===== src/rtl/puf_soc_resp_gen_if.sv =====
// Response word handshake between puf_soc_resp_gen and its consumer.
// The generator drives the word and valid; the consumer drives ready.
interface puf_soc_resp_gen_if #(
   parameter int RESP_BITS = 32
);
   logic [RESP_BITS-1:0] o_resp;
   logic                 o_resp_valid;
   logic                 i_resp_ready;

   modport master (output o_resp, output o_resp_valid, input  i_resp_ready);
   modport slave  (input  o_resp, input  o_resp_valid, output i_resp_ready);
endinterface


===== src/rtl/puf_soc_resp_gen.sv =====
// PUF response generator: steps through RESP_BITS ring-oscillator pairs, compares
// counter A against counter B for each pair, and packs the results into one word.
module puf_soc_resp_gen #(
   parameter int CNT_BIT_SIZE = 32,
   parameter int RESP_BITS    = 32,
   parameter int IDX_W        = $clog2(RESP_BITS),
   parameter int TIMEOUT_CYC  = 4096
) (
   input  logic                    clk,
   input  logic                    rst_n,
   input  logic                    i_start,
   output logic                    o_cnt_en,
   output logic [IDX_W-1:0]        o_pair_idx,
   input  logic                    i_a_valid,
   input  logic [CNT_BIT_SIZE-1:0] i_a_cnt,
   input  logic                    i_a_full,
   input  logic                    i_b_valid,
   input  logic [CNT_BIT_SIZE-1:0] i_b_cnt,
   input  logic                    i_b_full,
   output logic                    o_busy,
   output logic [IDX_W:0]          o_tie_cnt,
   output logic                    o_sat,
   output logic                    o_timeout,
   puf_soc_resp_gen_if.master      resp_if
);

   localparam int TO_W = $clog2(TIMEOUT_CYC + 1);
   localparam logic [TO_W-1:0]  TO_LAST  = TO_W'(TIMEOUT_CYC - 1);
   localparam logic [IDX_W-1:0] IDX_LAST = IDX_W'(RESP_BITS - 1);

   typedef enum logic [1:0] {IDLE, MEASURE, COMPARE, DONE} state_t;

   state_t                  state;
   logic [RESP_BITS-1:0]    resp_q;
   logic                    resp_valid_q;
   logic [TO_W-1:0]         to_cnt;
   logic                    a_cap_p0;
   logic                    b_cap_p0;
   logic [CNT_BIT_SIZE-1:0] a_cnt_p0;
   logic [CNT_BIT_SIZE-1:0] b_cnt_p0;
   logic                    a_full_p0;
   logic                    b_full_p0;
   logic                    a_got;
   logic                    b_got;

   function automatic logic resp_bit(input logic [CNT_BIT_SIZE-1:0] a,
                                     input logic [CNT_BIT_SIZE-1:0] b);
      return (a > b);
   endfunction

   assign resp_if.o_resp       = resp_q;
   assign resp_if.o_resp_valid = resp_valid_q;

   // A side counts as present if captured earlier or arriving this cycle
   assign a_got = a_cap_p0 | i_a_valid;
   assign b_got = b_cap_p0 | i_b_valid;

   // ---- capture stage (p0): first valid of each side per bit, data not reset
   always_ff @(posedge clk) begin
      if (state == MEASURE && !a_cap_p0 && i_a_valid) begin
         a_cnt_p0  <= i_a_cnt;
         a_full_p0 <= i_a_full;
      end
      if (state == MEASURE && !b_cap_p0 && i_b_valid) begin
         b_cnt_p0  <= i_b_cnt;
         b_full_p0 <= i_b_full;
      end
   end

   always_ff @(posedge clk or negedge rst_n) begin
      if (!rst_n) begin
         state        <= IDLE;
         o_cnt_en     <= 1'b0;
         o_pair_idx   <= '0;
         resp_q       <= '0;
         resp_valid_q <= 1'b0;
         o_busy       <= 1'b0;
         o_tie_cnt    <= '0;
         o_sat        <= 1'b0;
         o_timeout    <= 1'b0;
         to_cnt       <= '0;
         a_cap_p0     <= 1'b0;
         b_cap_p0     <= 1'b0;
      end else begin
         case (state)
            IDLE: begin
               if (i_start) begin
                  state      <= MEASURE;
                  o_cnt_en   <= 1'b1;
                  o_busy     <= 1'b1;
                  o_pair_idx <= '0;
                  resp_q     <= '0;
                  o_tie_cnt  <= '0;
                  o_sat      <= 1'b0;
                  o_timeout  <= 1'b0;
                  to_cnt     <= '0;
                  a_cap_p0   <= 1'b0;
                  b_cap_p0   <= 1'b0;
               end
            end
            MEASURE: begin
               to_cnt <= to_cnt + 1'b1;
               if (i_a_valid) a_cap_p0 <= 1'b1;
               if (i_b_valid) b_cap_p0 <= 1'b1;
               if (a_got && b_got) begin
                  state    <= COMPARE;
                  o_cnt_en <= 1'b0;
               end else if (to_cnt == TO_LAST) begin
                  // Abort: hand out whatever bits were resolved so far
                  state        <= DONE;
                  o_cnt_en     <= 1'b0;
                  o_timeout    <= 1'b1;
                  resp_valid_q <= 1'b1;
               end
            end
            // ---- compare stage: consumes p0 captures, produces one response bit
            COMPARE: begin
               resp_q[o_pair_idx] <= resp_bit(a_cnt_p0, b_cnt_p0);
               if (a_cnt_p0 == b_cnt_p0) o_tie_cnt <= o_tie_cnt + 1'b1;
               if (a_full_p0 || b_full_p0) o_sat <= 1'b1;
               if (o_pair_idx == IDX_LAST) begin
                  state        <= DONE;
                  resp_valid_q <= 1'b1;
               end else begin
                  state      <= MEASURE;
                  o_cnt_en   <= 1'b1;
                  o_pair_idx <= o_pair_idx + 1'b1;
                  to_cnt     <= '0;
                  a_cap_p0   <= 1'b0;
                  b_cap_p0   <= 1'b0;
               end
            end
            DONE: begin
               if (resp_if.i_resp_ready) begin
                  state        <= IDLE;
                  resp_valid_q <= 1'b0;
                  o_busy       <= 1'b0;
               end
            end
            default: state <= IDLE;
         endcase
      end
   end

endmodule


===== src/flat_wrapper.sv =====
// flat-port wrapper written by rule: the top's interface ports become plain ports
module puf_soc_resp_gen_flat 
#(
   parameter int CNT_BIT_SIZE = 32,
   parameter int RESP_BITS    = 32,
   parameter int IDX_W        = $clog2(RESP_BITS),
   parameter int TIMEOUT_CYC  = 4096
)
  (clk, rst_n, i_start, o_cnt_en, o_pair_idx, i_a_valid, i_a_cnt, i_a_full, i_b_valid, i_b_cnt, i_b_full, o_busy, o_tie_cnt, o_sat, o_timeout, resp_if_o_resp, resp_if_o_resp_valid, resp_if_i_resp_ready);
  puf_soc_resp_gen_if #(.RESP_BITS(RESP_BITS)) resp_if_i ();
  input  logic clk;
  input  logic rst_n;
  input  logic i_start;
  output logic o_cnt_en;
  output logic [IDX_W-1:0] o_pair_idx;
  input  logic i_a_valid;
  input  logic [CNT_BIT_SIZE-1:0] i_a_cnt;
  input  logic i_a_full;
  input  logic i_b_valid;
  input  logic [CNT_BIT_SIZE-1:0] i_b_cnt;
  input  logic i_b_full;
  output logic o_busy;
  output logic [IDX_W:0] o_tie_cnt;
  output logic o_sat;
  output logic o_timeout;
  output wire logic [$bits(resp_if_i.o_resp)-1:0] resp_if_o_resp;
  output wire logic [$bits(resp_if_i.o_resp_valid)-1:0] resp_if_o_resp_valid;
  input wire logic [$bits(resp_if_i.i_resp_ready)-1:0] resp_if_i_resp_ready;
  assign resp_if_o_resp = resp_if_i.o_resp;
  assign resp_if_o_resp_valid = resp_if_i.o_resp_valid;
  assign resp_if_i.i_resp_ready = resp_if_i_resp_ready;
  puf_soc_resp_gen #(.CNT_BIT_SIZE(CNT_BIT_SIZE), .RESP_BITS(RESP_BITS), .IDX_W(IDX_W), .TIMEOUT_CYC(TIMEOUT_CYC)) u_core (.clk(clk), .rst_n(rst_n), .i_start(i_start), .o_cnt_en(o_cnt_en), .o_pair_idx(o_pair_idx), .i_a_valid(i_a_valid), .i_a_cnt(i_a_cnt), .i_a_full(i_a_full), .i_b_valid(i_b_valid), .i_b_cnt(i_b_cnt), .i_b_full(i_b_full), .o_busy(o_busy), .o_tie_cnt(o_tie_cnt), .o_sat(o_sat), .o_timeout(o_timeout), .resp_if(resp_if_i));
endmodule

===== config.mk =====
export PLATFORM = sky130hd
export DESIGN_NAME = puf_soc_resp_gen_flat
export DESIGN_NICKNAME = d
export VERILOG_FILES = /design/src/rtl/puf_soc_resp_gen_if.sv /design/src/rtl/puf_soc_resp_gen.sv /design/src/flat_wrapper.sv
export SDC_FILE = /design/constraint.sdc
export NUM_CORES = 1
export LEC_CHECK = 0
export ABC_CLOCK_PERIOD_IN_PS = 4270
export CORE_AREA = 2 2 128 130
export CTS_CLUSTER_DIAMETER = 80
export DETAILED_ROUTE_END_ITERATION = 7
export DIE_AREA = 0 0 130 132
export GPL_TIMING_DRIVEN = 0
export PLACE_DENSITY_LB_ADDON = 0.12
export SLEW_MARGIN = 40
export SYNTH_ARGS = -nofsm -noshare
export SYNTH_HDL_FRONTEND = slang
export SYNTH_SLANG_ARGS = --single-unit
export TNS_END_PERCENT = 100

===== constraint.sdc =====
create_clock -name clk -period 4.27 [get_ports clk]
set_input_delay 1.281 -clock clk [delete_from_list [all_inputs] [get_ports clk]]
set_output_delay 1.281 -clock clk [all_outputs]
set_load 0.005 [all_outputs]

## Yosys cells after proc, flatten, opt, wreduce, memory -nomap -nowiden

Cells that the tools add are included.

- $add $sub $neg: 3
- Multiply operators: 0
- Divide/modulo/power cells: 0
- Magnitude comparators: 3
- Equal/unequal tests: 17
- Shift-type cells: 0
- Muxes and demuxes: 40
- Bitwise operators: 2
- Reduce and logical (&&, ||, !) cells: 27

Operator list:

| cell | count |
|---|---|
| $pmux 32 s2 | 1 |
| $pmux 13 s3 | 1 |
| $bwmux 32 | 1 |
| $eq 32x32->1 | 1 |
| $gt 32x32->1 | 1 |
| $mux 32 | 1 |
| $mux 13 | 2 |
| $reduce_and 3->1 | 6 |
| $reduce_and 4->1 | 4 |
| $mux 1 | 14 |
| $ne 2x2->1 const B | 7 |
| $add 13x1->13 const B | 1 |
| $eq 13x12->1 const B | 1 |
| $mux 6 | 2 |
| $pmux 1 s3 | 4 |
| $pmux 6 s2 | 1 |
| $mux 2 | 5 |
| $mux 5 | 2 |
| $pmux 5 s2 | 1 |
| $pmux 2 s4 | 1 |
| $add 6x1->6 const B | 1 |
| $logic_and 1x1->1 | 6 |
| $lt 5x6->1 const B | 1 |
| $ne 2x1->1 const B | 3 |
| 16 further kinds | 24 |

- Bits in registers: 131
- Bits in latches: 0
- Bits in writable memories: 0
- ROM bits: 0
- Bits of input ports: 72
- Output and inout bits: 48
- Logic and storage cells: 108
- Memories: 0

## Depth between registers and ports, before layout

Gate-level depths: netlist of run 1.

- Depth in word-level cells: 6
- Gate-level depth with buffers: 9
- Gate-level depth less buffers: 8

## Worst setup path before layout of run 1

OpenSTA, ideal clock, no wires.

- Path type: input to register
- Start point: input port i_a_valid
- End point: register u_core.a_cnt_p0[0] (enable)
- Library setup time: 0.471 ns
- Arrival: 3.722 ns
- Required time: 3.799 ns
- Setup slack: 0.077 ns
- Cell stages on the path: 1
- Buffers on the path: 0
- Path through: nor3b_1

- Longest elaborated chain between the ends: 1

Ends and longest elaborated chain:

| element | line | RTL |
|---|---|---|
| from (decl) | flat_wrapper.sv:16 | `input logic i_a_valid;` |
| $logic_and 1x1->1 | puf_soc_resp_gen.sv:60 | `if (state == MEASURE && !a_cap_p0 && i_a_valid) begin` |
| to (signal assigned) | puf_soc_resp_gen.sv:61 | `a_cnt_p0 <= i_a_cnt;` |
| to (decl) | puf_soc_resp_gen.sv:39 | `logic [CNT_BIT_SIZE-1:0] a_cnt_p0;` |

No other way between the ends.
A chain may end at the register's enable or synchronous reset.

## Final worst setup path of run 1

- Start point: input port i_start
- End point: register u_core.resp_q[28] (netlist: u_core.resp_if.o_resp[28])

- Longest elaborated chain between the ends: 2

Ends and longest elaborated chain:

| element | line | RTL |
|---|---|---|
| from (decl) | flat_wrapper.sv:13 | `input logic i_start;` |
| $ne 2x2->1 (no line) | -- |  |
| $reduce_and 2->1 (no line) | -- |  |
| to (signal, indexed assignment) | puf_soc_resp_gen.sv:118 | `resp_q[o_pair_idx] <= resp_bit(a_cnt_p0, b_cnt_p0);` |
| to (decl) | puf_soc_resp_gen.sv:34 | `logic [RESP_BITS-1:0] resp_q;` |

No other way between the ends.

==> metrics.csv, run 1 <==
metric;value;unit
grt_util_all_layers;0.191;
nets;843;
pwr_density_cell;497;nW/um^2
rsz0062_at_grt;false;
die_h;132;um
diodes;0;
yosys_warnings;0;
synth_area;6350;um^2
drt_pass1_iterations;4;
top_usage_layer;met2;
root_buffer;clkbuf_16;
synthToLayoutAreaGrowth;34.1;%
p_int;0.00300;W
via_count;4959;
rows;46;
dieArea;17200;um^2
yosysSeqAreaShare;0.568;
async_flop_share;0.496;
clockBufferDepth;2;
post-route-period-util;0.687;
clkLatencyLatePin;0.41;ns
post_cts_buffers;0;
antenna_found_initial;0;
ir_drop;0.373;mV
synthesis.instances;583;
hold_buffers;0;
ys_ff_latch;131;
synth-edff-count;66;
routabilityCongestion;0.793;
setup_viol;0;
vias_per_cell;5.17;
critPathArrivalTime;3.20;ns
whs;0.508;ns
power_switching;0.00124;W
holdCritPathClass;register to register;
globalRouteMet3Util;0.0507;
hold_viol;0;
tritoncts;done;
tightestPinTransition;0.698;ns
worst_setup_path_end_kind;register;
detail_route.wl_per_cell;16.2;um
switching_share;0.293;
globalRouteMet2Util;0.309;
port_buffers;119;
syn_avg_cell_area;10.9;um^2
grt_pass1_vias;5081;
overflow;0;
start_kind;input pin;
hpwl;11500;um
pwr-share-seq;0.400;
core_region_area;15700;um^2
synth_cell_types;51;
path_clk_slew;0.05;ns
synth_nets;694;
io_pins;120;
finalMaxSlewViolations;0;
design_area;8520;um^2
crit_type;input pin to register;
postLayoutCoreUtil;0.542;
p_leak;3.41;nW
post_cts_resized;0;
slew_headroom;0.529;
fin_setup_tns;0;ns
start_util;0.404;
drt_first_iter_violations;242;
clock_sinks;131;
gr-usage-met1;0.249;
die_x;130;um
cts.htree.levels;4;
grt_max_degree;52;
finalClockSkew;0.00792;ns
worstPathRequired;4.54;ns
wl;15500;um
status;complete, no violations;
cap_violations;0;
clkPwrFrac;0.349;
dpl-instance-area;7920;um^2
grt_pass1_wl;25500;um
numCtsBuffers;17;
drt_drc_violations_left;0;
crit_fanout;10;
ys.flop_type;edfxtp_1;
period_needed;2.93;ns
ant_nets;0;
drive_gt1_frac;0.0820;
p_comb_frac;0.251;
fmax;0.341;GHz
[worst max-delay path: stages]
cell and delay [ns]:
clkdlybuf4s50_1 0.58, or3b_2 0.45, buf_2 0.20, clkbuf_1 0.28, nand2_1 0.15, o21ai_0 0.09, o31ai_1 0.08, a21oi_1 0.07
[through the flow]
step                      power (W)  setup WS, ns  cells
final                       0.00424          1.34    960
after global routing        0.00451          1.27    960
after CTS                   0.00429          1.37    960
after detailed placement    0.00278         0.925    929
after global placement      0.00273         -1.82    918
after floorplan             0.00229        0.0770    583
[registers in the layout, summed over array words and instances (netlist names), 2 cells and up]
| name | cells |
|---|---|
| u_core.o_tie_cnt | 6 |
| u_core.to_cnt | 13 |
| u_core.a_cnt_p0 | 32 |
| u_core.b_cnt_p0 | 32 |
| u_core.o_pair_idx | 5 |
| u_core.resp_if.o_resp | 32 |
| u_core.state | 2 |
[synth_stat cells (3+ instances only)]
master / number / area (um^2)
nand2_1: 81 / 304
edfxtp_1: 66 / 1980
dfrtp_1: 65 / 1630
a21oi_1: 57 / 285
ha_1: 39 / 488
inv_1: 38 / 143
o21ai_0: 27 / 135
nor3_1: 26 / 130
nor2_1: 22 / 82.6
clkbuf_1: 19 / 71.3
nand4_1: 14 / 87.6
nor4_1: 12 / 75.1
o31ai_1: 12 / 90.1
mux2_1: 11 / 124
nand3_1: 10 / 50.1
mux2_2: 9 / 101
or3_1: 7 / 43.8
xor2_1: 7 / 61.3
buf_2: 6 / 30.0
and2_1: 5 / 31.3
nor3b_1: 5 / 37.5
and3_1: 4 / 25.0
xnor2_1: 4 / 35.0
nand3b_1: 3 / 22.5
nor2b_1: 3 / 18.8
[final cells by class]
cell class,count,area (um^2)
fillers,1381,7190
repair buffers,130,1290
well taps,216,270
clock buffers,17,425
clock inverters,14,169
inverters,38,143
flip-flops and latches,131,3610
plain buffers,26,109
multi-input cells,388,2500
[cells by family (layout without fill, tap and decap cells)]
group | count (synthesis) | count (layout) | synth area share
and+or+nand+nor | 202 | 202 | 0.159
DFF | 131 | 131 | 0.568
xor gates and xnor gates | 11 | 11 | 0.0152
muxes | 21 | 21 | 0.0370
AOI/OAI and AO/OA | 115 | 115 | 0.105
adders and majority gates | 39 | 39 | 0.0768
buffers and inverters | 64 | 225 | 0.0396
[power by group through the flow]
stage / Clock [W] / Combinational, W / Sequential, W
2_1_floorplan: 0 / 0.000590 / 0.00170
3_3_place_gp: 0 / 0.00100 / 0.00173
3_5_place_dp: 0 / 0.00107 / 0.00172
4_1_cts: 0.00152 / 0.00108 / 0.00170
5_1_grt: 0.00158 / 0.00121 / 0.00172
6_report: 0.00148 / 0.00106 / 0.00169
[placed cells by master, fill, tap and decap left out, types with 9 or more instances in the layout]
cell type	n
clkdlybuf4s50_1	118
nand2_1	81
edfxtp_1	66
dfrtp_1	65
a21oi_1	57
ha_1	39
inv_1	38
o21ai_0	27
nor3_1	26
nor2_1	22
clkbuf_1	19
clkbuf_16	17
nand4_1	14
nor4_1	12
o31ai_1	12
mux2_1	11
nand3_1	10
buf_2	9
mux2_2	9
[worst paths after layout]
check / cells after the start / slack (ns) / to / start
worst min register to register: 1 / 0.51 / u_core.to_cnt[0] / u_core.to_cnt[0]
worst min-delay path: 1 / 0.51 / u_core.to_cnt[0] / u_core.to_cnt[0]
worst max register to register: 8 / 1.67 / u_core.to_cnt[11] / u_core.o_pair_idx[0]
min in group asynchronous: 1 / 0.69 / u_core.to_cnt[9] / rst_n
max in group asynchronous: 2 / 3.09 / u_core.resp_if.o_resp[27] / rst_n
worst max-delay path: 8 / 1.34 / u_core.resp_if.o_resp[28] / i_start
[routing by layer]
metal	wire length (um)	share of wire
met5	0	0
met1	7060	0.45
met3	727	0.047
met2	7500	0.48
met4	244	0.016
Power figures use the tool's default switching activity.
==> run 2, diff against run 1 <==
--- a/config.mk
+++ b/config.mk
@@ -5,7 +5,7 @@
 export SDC_FILE = /design/constraint.sdc
 export NUM_CORES = 1
 export LEC_CHECK = 0
-export ABC_CLOCK_PERIOD_IN_PS = 4270
+export ABC_CLOCK_PERIOD_IN_PS = 3100
 export CORE_AREA = 2 2 128 130
 export CTS_CLUSTER_DIAMETER = 80
 export DETAILED_ROUTE_END_ITERATION = 7
==> constraint.sdc (replaced) <==
create_clock -name clk -period 3.1 [get_ports clk]
set_input_delay 0.93 -clock clk [delete_from_list [all_inputs] [get_ports clk]]
set_output_delay 0.93 -clock clk [all_outputs]
set_load 0.005 [all_outputs]
==> results of run 2 <==
Same layout as run 1 (identical final DEF). Status: complete, no violations.
Among the figures that moved: setup slack after placement 0.925 ns -> 0.106 ns; clock-pin slew on the worst setup and hold paths 0.05 ns -> 0.06 ns; setup slack after layout 1.34 ns -> 0.496 ns; hold slack 0.508 ns -> 0.339 ns; start point of the critical path i_start -> u_core.o_pair_idx[0]; end point of the critical path u_core.resp_if.o_resp[28] -> u_core.to_cnt[11]; register-to-register setup slack 1.67 ns -> 0.50 ns; total power 0.00424 W -> 0.00583 W; worst IR drop on VDD 0.373 mV -> 0.514 mV
==> run 3, diff against run 2 <==
--- a/config.mk
+++ b/config.mk
@@ -5,7 +5,7 @@
 export SDC_FILE = /design/constraint.sdc
 export NUM_CORES = 1
 export LEC_CHECK = 0
-export ABC_CLOCK_PERIOD_IN_PS = 3100
+export ABC_CLOCK_PERIOD_IN_PS = 2700
 export CORE_AREA = 2 2 128 130
 export CTS_CLUSTER_DIAMETER = 80
 export DETAILED_ROUTE_END_ITERATION = 7
==> constraint.sdc (replaced) <==
create_clock -name clk -period 2.7 [get_ports clk]
set_input_delay 0.81 -clock clk [delete_from_list [all_inputs] [get_ports clk]]
set_output_delay 0.81 -clock clk [all_outputs]
set_load 0.005 [all_outputs]
==> metrics.csv, run 3 (synthesis results as in run 1) <==
metric;value;unit;change
whs;0.219;ns;
grt_util_all_layers;0.191;;unchanged
start_util;0.404;;unchanged
worst_setup_path_end_kind;register;;
slowest_stage;dfrtp_1;;
tritoncts;done;;
rsz0062_at_grt;false;;
start_kind;register;;
grt_pass1_vias;5081;;unchanged
cts.htree.levels;4;;unchanged
tightestPinTransition;0.699;ns;+0.000291 ns
status;complete, no violations;;
rrSetupSlack;0.15;ns;
ant_nets;0;;unchanged
drive_gt1_frac;0.0833;;+0.00134
numCtsBuffers;17;;unchanged
routabilityCongestion;0.793;;unchanged
synthToLayoutAreaGrowth;34.2;%;about the same
worstPathRequired;3.03;ns;
diodes;0;;unchanged
grt_max_degree;52;;unchanged
slowest_delay;0.45;ns;
rows;46;;unchanged
hold_viol;0;;unchanged
fmax;0.392;GHz;
wl;15600;um;+0.16%
endpoint;u_core.to_cnt[11];;
via_count;4985;;+0.52%
hold_buffers;0;;unchanged
root_buffer;clkbuf_16;;
crit_fanout;6;;
die_h;132;um;unchanged
drt_first_iter_violations;257;;+6.2%
clockBufferDepth;2;;unchanged
drt_pass1_iterations;5;;+1
post_cts_buffers;0;;unchanged
port_buffers;119;;unchanged
p_leak;3.41;nW;about the same
die_x;130;um;unchanged
fin_setup_tns;0;ns;unchanged
clkLatencyLatePin;0.41;ns;about the same
dieArea;17200;um^2;unchanged
post_cts_resized;0;;unchanged
post-route-period-util;0.946;;
slew_headroom;0.529;;about the same
cap_violations;0;;unchanged
io_pins;120;;unchanged
setup_viol;0;;unchanged
final_cell_mix;118 x clkdlybuf4s50_1, 81 x nand2_1, 66 x edfxtp_1;;
dpl-instance-area;7920;um^2;unchanged
detail_route.wl_per_cell;16.2;um;+0.16%
critPathLaunch;u_core.o_pair_idx[0];;
path_clk_slew;0.06;ns;
drt_drc_violations_left;0;;unchanged
holdCritPathClass;input pin to async pin;;
antenna_found_initial;0;;unchanged
path_cells;ha_1 > and3_1 > ha_1 > o21ai_2 > or4b_1 > clkbuf_1 > or3_1 > a21oi_1;;
cp_common_cell;ha_1;;
critPathArrivalTime;2.89;ns;
crit_type;register to register;;
r2r_end;u_core.to_cnt[11];;
nets;843;;unchanged
hpwl;11500;um;unchanged
vias_per_cell;5.19;;+0.52%
reg2reg_depth;8;;unchanged
ir_drop;0.591;mV;
regToRegStartpoint;u_core.o_pair_idx[0];;
grt_pass1_wl;25500;um;unchanged
clock_sinks;131;;unchanged
pwr_density_cell;787;nW/um^2;
period_needed;2.55;ns;
finalClockSkew;0.00757;ns;-0.000353 ns
design_area;8520;um^2;about the same
layout_commonest_cell;clkdlybuf4s50_1;;
power.total;0.00670;W;
overflow;0;;unchanged
core_region_area;15700;um^2;unchanged
finalMaxSlewViolations;0;;unchanged
run 3: cell counts in the layout (fill, tap and decap cells not counted):
No cell type changed its count.
run 3: area by class of cell:
cell class	count	area (um^2)
Timing Repair Buffer	130	1290
Inverter	38	143
Clock inverter	14	169
Multi-Input combinational cell	388	2510
Buffer	26	109
Clock buffer	17	425
Tap cell	216	270
Sequential cell	131	3610
Fill cell	1381	7190
run 3: metrics by stage:
stage / std cells / setup slack (ns) / utilization
floorplan: 583 / -1.02 / -
global placement: 918 / -2.92 / 0.497
detailed placement: 929 / -0.174 / 0.504
global route: 960 / 0.0248 / 0.542
finish: 960 / 0.147 / 0.542
CTS: 960 / 0.0830 / 0.542
run 3: worst min path at each step:
stage          cells past startpoint  slack, ns               end
6_report                           1       0.22  u_core.to_cnt[9]
5_1_grt                            1       0.20  u_core.to_cnt[1]
4_1_cts                            1       0.20  u_core.to_cnt[1]
3_5_place_dp                       2       0.49  u_core.o_timeout
3_3_place_gp                       1       0.49  u_core.to_cnt[0]
2_1_floorplan                      1       0.47  u_core.to_cnt[0]
run 3: worst max-delay path, delay by kind of cell (launching register included):
family	cells	cell delay (ns)
compound gates	2	0.34
fa+ha+maj	2	0.50
buf+inv	1	0.18
flops	1	0.45
simple gates	3	0.99
run 3: where the power goes:
group / internal [W] / switching [W] / leakage (nW) / total [W]
combinational: 0.000739 / 0.000943 / 1.64 / 0.00168
clock: 0.00152 / 0.000821 / 0.288 / 0.00234
sequential: 0.00248 / 0.000200 / 1.48 / 0.00268
run 3: per-layer routing:
| metal | vias up | routed length, um | share of wire | track usage |
|---|---|---|---|---|
| met5 | - | 0 | 0 | 0 |
| met4 | 0 | 265 | 0.017 | 0.0591 |
| met3 | 25 | 782 | 0.050 | 0.0507 |
| met2 | 157 | 7470 | 0.48 | 0.309 |
| met1 | 2395 | 7040 | 0.45 | 0.249 |
| li1 | 2408 | - | - | - |
